### config.mk
export PLATFORM = sky130hd
export DESIGN_NAME = alu_operand_sequencer
export DESIGN_NICKNAME = d
export VERILOG_FILES = /design/src/rtl/alu_operand_sequencer.sv
export SDC_FILE = /design/constraint.sdc
export NUM_CORES = 1
export LEC_CHECK = 0
export ABC_AREA = 1
export CAP_MARGIN = 20
export CORE_MARGIN = 10
export CORE_UTILIZATION = 55
export CTS_CLUSTER_DIAMETER = 50
export DETAILED_ROUTE_END_ITERATION = 8
export PLACE_DENSITY = 0.82
export REMOVE_ABC_BUFFERS = 1
export SETUP_SLACK_MARGIN = 0.4
export SLEW_MARGIN = 15
export SYNTH_ARGS = -nofsm -noshare
export SYNTH_HDL_FRONTEND = slang
export SYNTH_SLANG_ARGS = --single-unit
### constraint.sdc
create_clock -name clk -period 3.13 [get_ports clk]
set_clock_uncertainty 0.05 [all_clocks]
set_input_delay 0.626 -clock clk [delete_from_list [all_inputs] [get_ports clk]]
set_output_delay 0.626 -clock clk [all_outputs]
set_load 0.02 [all_outputs]
### src/rtl/alu_operand_sequencer.sv
// rtl/alu_operand_sequencer.sv - button-sequenced operand/opcode loader and result latch for the mini ALU
module alu_operand_sequencer #(
  parameter int DEBOUNCE_CYCLES = 1000000
) (
  input  logic       clk,
  input  logic       rst,
  input  logic [5:0] sw,
  input  logic       btn,
  input  logic [5:0] alu_out,
  output logic [5:0] a,
  output logic [5:0] b,
  output logic [2:0] fxn,
  output logic [5:0] result,
  output logic       result_valid,
  output logic [1:0] state
);

  localparam int CW = $clog2(DEBOUNCE_CYCLES) + 1;
  localparam logic [CW-1:0] CNT_LAST = CW'(DEBOUNCE_CYCLES - 1);

  typedef enum logic [1:0] {
    LOAD_A = 2'd0,
    LOAD_B = 2'd1,
    LOAD_F = 2'd2,
    SHOW   = 2'd3
  } state_t;

  state_t          st_q;
  state_t          st_d;
  logic            s1;
  logic            s2;
  logic            stable;
  logic            stable_d;
  logic [CW-1:0]   cnt;
  logic            press;
  logic            ld_a;
  logic            ld_b;
  logic            ld_f;
  logic            capture;
  logic            clr_valid;

  always_ff @(posedge clk or posedge rst) begin
    if (rst) begin
      s1 <= 1'b0;
      s2 <= 1'b0;
    end else begin
      s1 <= btn;
      s2 <= s1;
    end
  end

  // A change is accepted only after the synchronized level differs from
  // the accepted level for DEBOUNCE_CYCLES consecutive samples.
  always_ff @(posedge clk or posedge rst) begin
    if (rst) begin
      stable   <= 1'b0;
      stable_d <= 1'b0;
      cnt      <= '0;
    end else begin
      stable_d <= stable;
      if (s2 == stable) begin
        cnt <= '0;
      end else if (cnt == CNT_LAST) begin
        stable <= s2;
        cnt    <= '0;
      end else begin
        cnt <= cnt + CW'(1);
      end
    end
  end

  assign press = stable & ~stable_d;

  always_ff @(posedge clk or posedge rst) begin
    if (rst) begin
      st_q <= LOAD_A;
    end else begin
      st_q <= st_d;
    end
  end

  always_comb begin
    st_d = st_q;
    if (press) begin
      case (st_q)
        LOAD_A:  st_d = LOAD_B;
        LOAD_B:  st_d = LOAD_F;
        LOAD_F:  st_d = SHOW;
        default: st_d = LOAD_A;
      endcase
    end
  end

  // result_valid is low on entry to SHOW, so it doubles as the
  // "not yet captured" marker for the first SHOW cycle.
  always_comb begin
    ld_a      = 1'b0;
    ld_b      = 1'b0;
    ld_f      = 1'b0;
    capture   = 1'b0;
    clr_valid = 1'b0;
    case (st_q)
      LOAD_A: ld_a = press;
      LOAD_B: ld_b = press;
      LOAD_F: ld_f = press;
      default: begin
        capture   = ~result_valid & ~press;
        clr_valid = press;
      end
    endcase
  end

  always_ff @(posedge clk or posedge rst) begin
    if (rst) begin
      a            <= '0;
      b            <= '0;
      fxn          <= '0;
      result       <= '0;
      result_valid <= 1'b0;
    end else begin
      if (ld_a) a <= sw;
      if (ld_b) b <= sw;
      if (ld_f) fxn <= sw[2:0];
      if (capture) result <= alu_out;
      if (ld_a || clr_valid) begin
        result_valid <= 1'b0;
      end else if (capture) begin
        result_valid <= 1'b1;
      end
    end
  end

  assign state = st_q;

endmodule

======== Word-level counts from Yosys, hierarchy flattened ========
Index checks and enable logic that the tools add are counted.
storage, ports and cells
  output and inout port bits .............. 24
  flip-flop bits (word level) ............. 49
  bits of input ports ..................... 15
cells by class
  reductions and logical operators ........ 5
  bitwise logic cells ..................... 6
  muxes and demuxes ....................... 10
  add/sub/neg operators ................... 1
  eq/ne operators ......................... 4
operators with widths
  operator                 number
  $mux W21                 2
  $add A21 B1 Y21 const B  1
  $eq A21 B20 Y1 const B   1
  $mux W1                  7
  $pmux W2 S3              1
  $not A1 Y1               4
  $reduce_or A3 Y1         1
  $and A1 B1 Y1            2
  $eq A2 B1 Y1 const B     1
  $eq A2 B2 Y1 const B     1
  $logic_not A2 Y1         1
  $reduce_and A2 Y1        1
  $reduce_bool A2 Y1       1
  $eq A1 B1 Y1             1
  $logic_or A1 B1 Y1       1

======== Logic depth before layout (Yosys ltp) ========
  word-level depth ........................ 7
  gate-level depth with buffers ........... 8
  gate-level depth less buffers ........... 8

======== Least setup slack after synthesis ========
No wires, ideal clock.
  path type ............................... register -> register
  start ................................... reg st_q[0], in the netlist state[0]
  end ..................................... reg st_q[0], in the netlist state[0]
  path slack .............................. 1.782 ns
  arrival time ............................ 1.164 ns
  data required time ...................... 2.946 ns
  path buffers ............................ 1
  stages on the path, launching flop included .. 6
  setup time .............................. 0.134 ns
  path through ............................ dfrtp_1 -> inv_1 -> ha_1 -> nand2_1 -> buf_2 -> o211ai_1
on the way
  cells in the longest elaborated chain, start to end .. 2
  elaborated cells on any way between the ends .. 4
  classes of those cells .................. eq/ne (2); mux (1); reduce/logical (1)
ends and longest elaborated chain
  element                               line  text
  from (decl)                           28    state_t st_q;
  from (signal assigned)                78    st_q <= st_d;
  $eq A2 B2 Y1 (tied with other cells)  85    case (st_q)
  $pmux W2 S3 *                         85
Every way passes the cells marked *; elsewhere a longest branch is shown, timed or not.
A chain may end at the register's enable or synchronous reset.

======== Worst setup path in the final report ========
  start ................................... reg st_q[1], in the netlist state[1]
  end ..................................... out state[1]
RTL lines
  element    line  text
  to (decl)  15    output logic [1:0] state
No word-level cell between the ends.

==> impl_table.tex <==
\begin{tabular}{lr}
\hline
Metric & Value \\
\hline
\multicolumn{2}{l}{\textbf{Global routing}} \\
\quad Maximum number of pins on one net before global-route repair & 23 \\
\quad Global router's overall resource usage & 14.29\% \\
\quad Global-route wire length before repair & 8776 um \\
\quad Number of antenna violations at the first check in global routing & 0 \\
\quad Total gr overflow & 0 \\
\quad Via count of the first global-routing pass & 1947 \\
\multicolumn{2}{l}{\textbf{Timing}} \\
\quad Unrepaired setup endpoints after global routing & no \\
\quad Final setup violation count & 0 \\
\quad Least-Margin Pin Slew & 555.2 ps \\
\quad Final critical delay including setup and external delays & 2001 ps \\
\quad Minimum hold slack & 311.2 ps \\
\quad Max-Slew Margin vs Limit & 62.81\% \\
\quad Post-route fraction of the period consumed by the critical path & 63.93\% \\
\quad Setup\_tns & 0 ps \\
\quad Final number of hold-violating endpoints & 0 \\
\quad Setup slack of the critical path after layout & 1129 ps \\
\quad Max Clk Rate & 499.8 MHz \\
\quad Count of final max-slew check failures & 0 \\
\multicolumn{2}{l}{\textbf{Placed design}} \\
\quad Post-placement cell count & 359 \\
\quad Global placement routability congestion & 0.8834 \\
\quad Number of input and output port buffers inserted & 38 \\
\quad Post-placement setup slack & 1434 ps \\
\quad Half-perimeter wire length of the detailed placement result & 3921 um \\
\quad Dpl cell area & 0.002799 mm\^{}2 \\
\multicolumn{2}{l}{\textbf{Drt}} \\
\quad Vias & 1852 \\
\quad Number of iterations in the first detailed-routing pass & 4 \\
\quad Drt initial violations & 149 \\
\quad Final ANT Viol Nets & 0 \\
\quad DRT Wirelength & 4925 um \\
\quad Final routed wire length divided by cell count & 13.49 um \\
\quad Residual DRC count & 0 \\
\quad Per-cell via count in the routed design & 5.074 \\
\multicolumn{2}{l}{\textbf{Worst setup path}} \\
\quad Buf+Inv Stages, Crit Path & 1 \\
\quad Critical path required time & 2450 ps \\
\quad Count of cells along the worst register-to-register path & 4 \\
\quad Setup CP Type & flip-flop to primary output \\
\quad Sequence of cells on the critical path & clkdlybuf4s50\_1 \\
\quad Sort of element at the start of the critical path & flip-flop \\
\quad Crit. End Element & primary output \\
\quad Max FO, Critical Path & 4 \\
\quad Category of cells accounting for the largest share of critical-path delay & buffers and inverters \\
\quad Setup slack of the worst register-to-register path & 1550 ps \\
\quad Data arrival at the endpoint of the critical path & 1320 ps \\
\quad Highest cell delay on the worst timing path & 640 ps \\
\quad Cell with the largest stage delay on the worst path & sky130\_fd\_sc\_hd\_\_clkdlybuf4s50\_1 \\
\quad Worst flop-to-flop path endpoint & cnt[5] \\
\quad Crit Reg-Reg Startpoint & stable \\
\multicolumn{2}{l}{\textbf{Die}} \\
\quad Chip Width & 85.43 um \\
\quad Effective utilization at floorplan & 58.03\% \\
\quad Row cnt & 23 \\
\quad Boundary pin count & 39 \\
\quad Height of the die & 85.43 um \\
\quad Core Region & 0.004058 mm\^{}2 \\
\quad Die Footprint & 0.007298 mm\^{}2 \\
\multicolumn{2}{l}{\textbf{Layout}} \\
\quad Post-route insts no fill & 365 \\
\quad Layout Utilization & 70.80\% \\
\quad Net count, final & 336 \\
\quad Signed area change from the synthesized netlist to the final layout & 22.00\% \\
\quad Antenna diode count & 0 \\
\quad Final design area excluding fillers & 0.002873 mm\^{}2 \\
\quad Share of cells above drive strength 1 & 10.48\% \\
\multicolumn{2}{l}{\textbf{Synth}} \\
\quad Async set-or-reset flop fraction in the synthesized netlist & 100.0\% \\
\quad Number of synthesized register bits & 49 \\
\quad Post-Syn Area & 0.002355 mm\^{}2 \\
\quad Dominant synthesized flop cell & sky130\_fd\_sc\_hd\_\_dfrtp\_1 \\
\quad Count of yosys warnings during synthesis & 0 \\
\quad Distinct cells, synth & 26 \\
\quad Synthesized netlist cell count & 272 \\
\quad Fraction of synthesized cell area taken by the top area cell type & 52.07\% \\
\quad Biggest area contributors in the synthesized netlist & sky130\_fd\_sc\_hd\_\_dfrtp\_1, sky130\_fd\_sc\_hd\_\_nand2\_1, sky130\_fd\_sc\_hd\_\_nor2\_1 \\
\quad Sequential share of the synthesized area & 52.07\% \\
\quad Synth cell count leaders & sky130\_fd\_sc\_hd\_\_nand2\_1, sky130\_fd\_sc\_hd\_\_dfrtp\_1, sky130\_fd\_sc\_hd\_\_nor2\_1 \\
\quad Most frequently used cell type in the post-synthesis netlist & sky130\_fd\_sc\_hd\_\_nand2\_1 \\
\quad Synthesized area per cell & 8.657 um\^{}2 \\
\quad EDFF count, synth & 0 \\
\quad Yosys top cell by area & sky130\_fd\_sc\_hd\_\_dfrtp\_1 \\
\multicolumn{2}{l}{\textbf{Clocking}} \\
\quad Clock tree from TritonCTS & yes \\
\quad Htree depth & 2 \\
\quad Buffers inserted during post-CTS setup optimization & 0 \\
\quad Latest clock arrival within the worst-skew pair & 290 ps \\
\quad Post-CTS resize count & 0 \\
\quad Largest buffer count on any clock path & 2 \\
\quad Clock-pin slew on the worst setup and hold paths & 80 ps \\
\quad Sink count of the clock tree & 49 \\
\quad Quantity of hold-fixing buffers added after cts & 0 \\
\quad Root buffer cell & sky130\_fd\_sc\_hd\_\_clkbuf\_8 \\
\quad TritonCTS buffer count & 5 \\
\multicolumn{2}{l}{\textbf{Run status}} \\
\quad Status & completed \\
\multicolumn{2}{l}{\textbf{Flow run}} \\
\quad Max-cap violations & 0 \\
\multicolumn{2}{l}{\textbf{Worst hold path}} \\
\quad Hold path start & s1 \\
\quad Hold path endpoint & s2 \\
\quad Number of instances on the worst hold path & 0 \\
\quad Worst min path class & flip-flop to flip-flop \\
\multicolumn{2}{l}{\textbf{Pwr}} \\
\quad Static Leakage & 1.302 nW \\
\quad Overall power consumption & 1.022 mW \\
\quad Ratio of total power to cell area & 355.6 mW/mm\^{}2 \\
\quad Peak supply drop & 314.2 uV \\
\hline
\end{tabular}
[worst max-delay path by stage]
stage	from	to	slack, ps	depth (start not counted)
after CTS	state[1]	state[1]	1110	1
after global routing	result_valid	result_valid	1080	1
final	state[1]	state[1]	1130	1
after floorplan	rst	a[0]	1280	1
after detailed placement	state[1]	state[1]	1430	1
after global placement	state[0]	state[0]	1460	1
[sequential cells by signal, indices dropped and copies added (netlist names), 2 cells and up]
name / cells
a: 6
b: 6
cnt: 21
fxn: 3
result: 6
state: 2
[area by class of cell]
type / count / area [um^2]
Inverter: 28 / 105.1
Tap cell: 50 / 62.56
Timing Repair Buffer: 40 / 395.4
Clock buffer: 5 / 68.82
Fill cell: 320 / 1185
Sequential cell: 49 / 1226
Multi-Input combinational cell: 192 / 1010
Clock inverter: 1 / 5.005
[logic make-up (layout without fill, tap and decap cells)]
group / after synthesis / count (layout) / synth area share [%]
adder cells (fa/ha/maj): 5 / 5 / 2.657
AO/OA/AOI/OAI: 26 / 26 / 5.739
XOR/XNOR: 10 / 10 / 4.038
buffers and inverters: 31 / 74 / 5.048
flip-flops: 49 / 49 / 52.07
AND/OR/NAND/NOR: 151 / 151 / 30.45
[where the power goes]
part	total [mW]	leakage, nW	switching (mW)	internal (mW)
clock	0.332	0.0399	0.185	0.147
combinational	0.0488	0.694	0.0268	0.0220
sequential	0.640	0.568	0.00367	0.637
[placed cells by master, fill, tap and decap left out, drive strengths merged]
cell type / netlist / final
xor2: 5 / 5
nand4: 1 / 1
nor3b: 2 / 2
clkinv: 0 / 1
buf: 2 / 2
and2: 1 / 1
nor2: 50 / 50
nand2: 69 / 69
a21oi: 4 / 4
nand3: 25 / 25
inv: 28 / 28
o21ai: 20 / 20
clkbuf: 1 / 5
o21a: 1 / 1
xnor2: 5 / 5
ha: 5 / 5
o211ai: 1 / 1
nor3: 3 / 3
dfrtp: 49 / 49
clkdlybuf4s50: 0 / 38
[routing by layer]
metal / vias to the layer above / track usage, % / part of all wire, %
met1: 863 / 17.33 / 45
met4: 0 / 2.695 / 0.28
li1: 946 / - / -
met3: 2 / 5.832 / 7.4
met5: - / 0 / 0
met2: 41 / 23.37 / 47
Note: power is estimated with default switching activity, not from simulation.
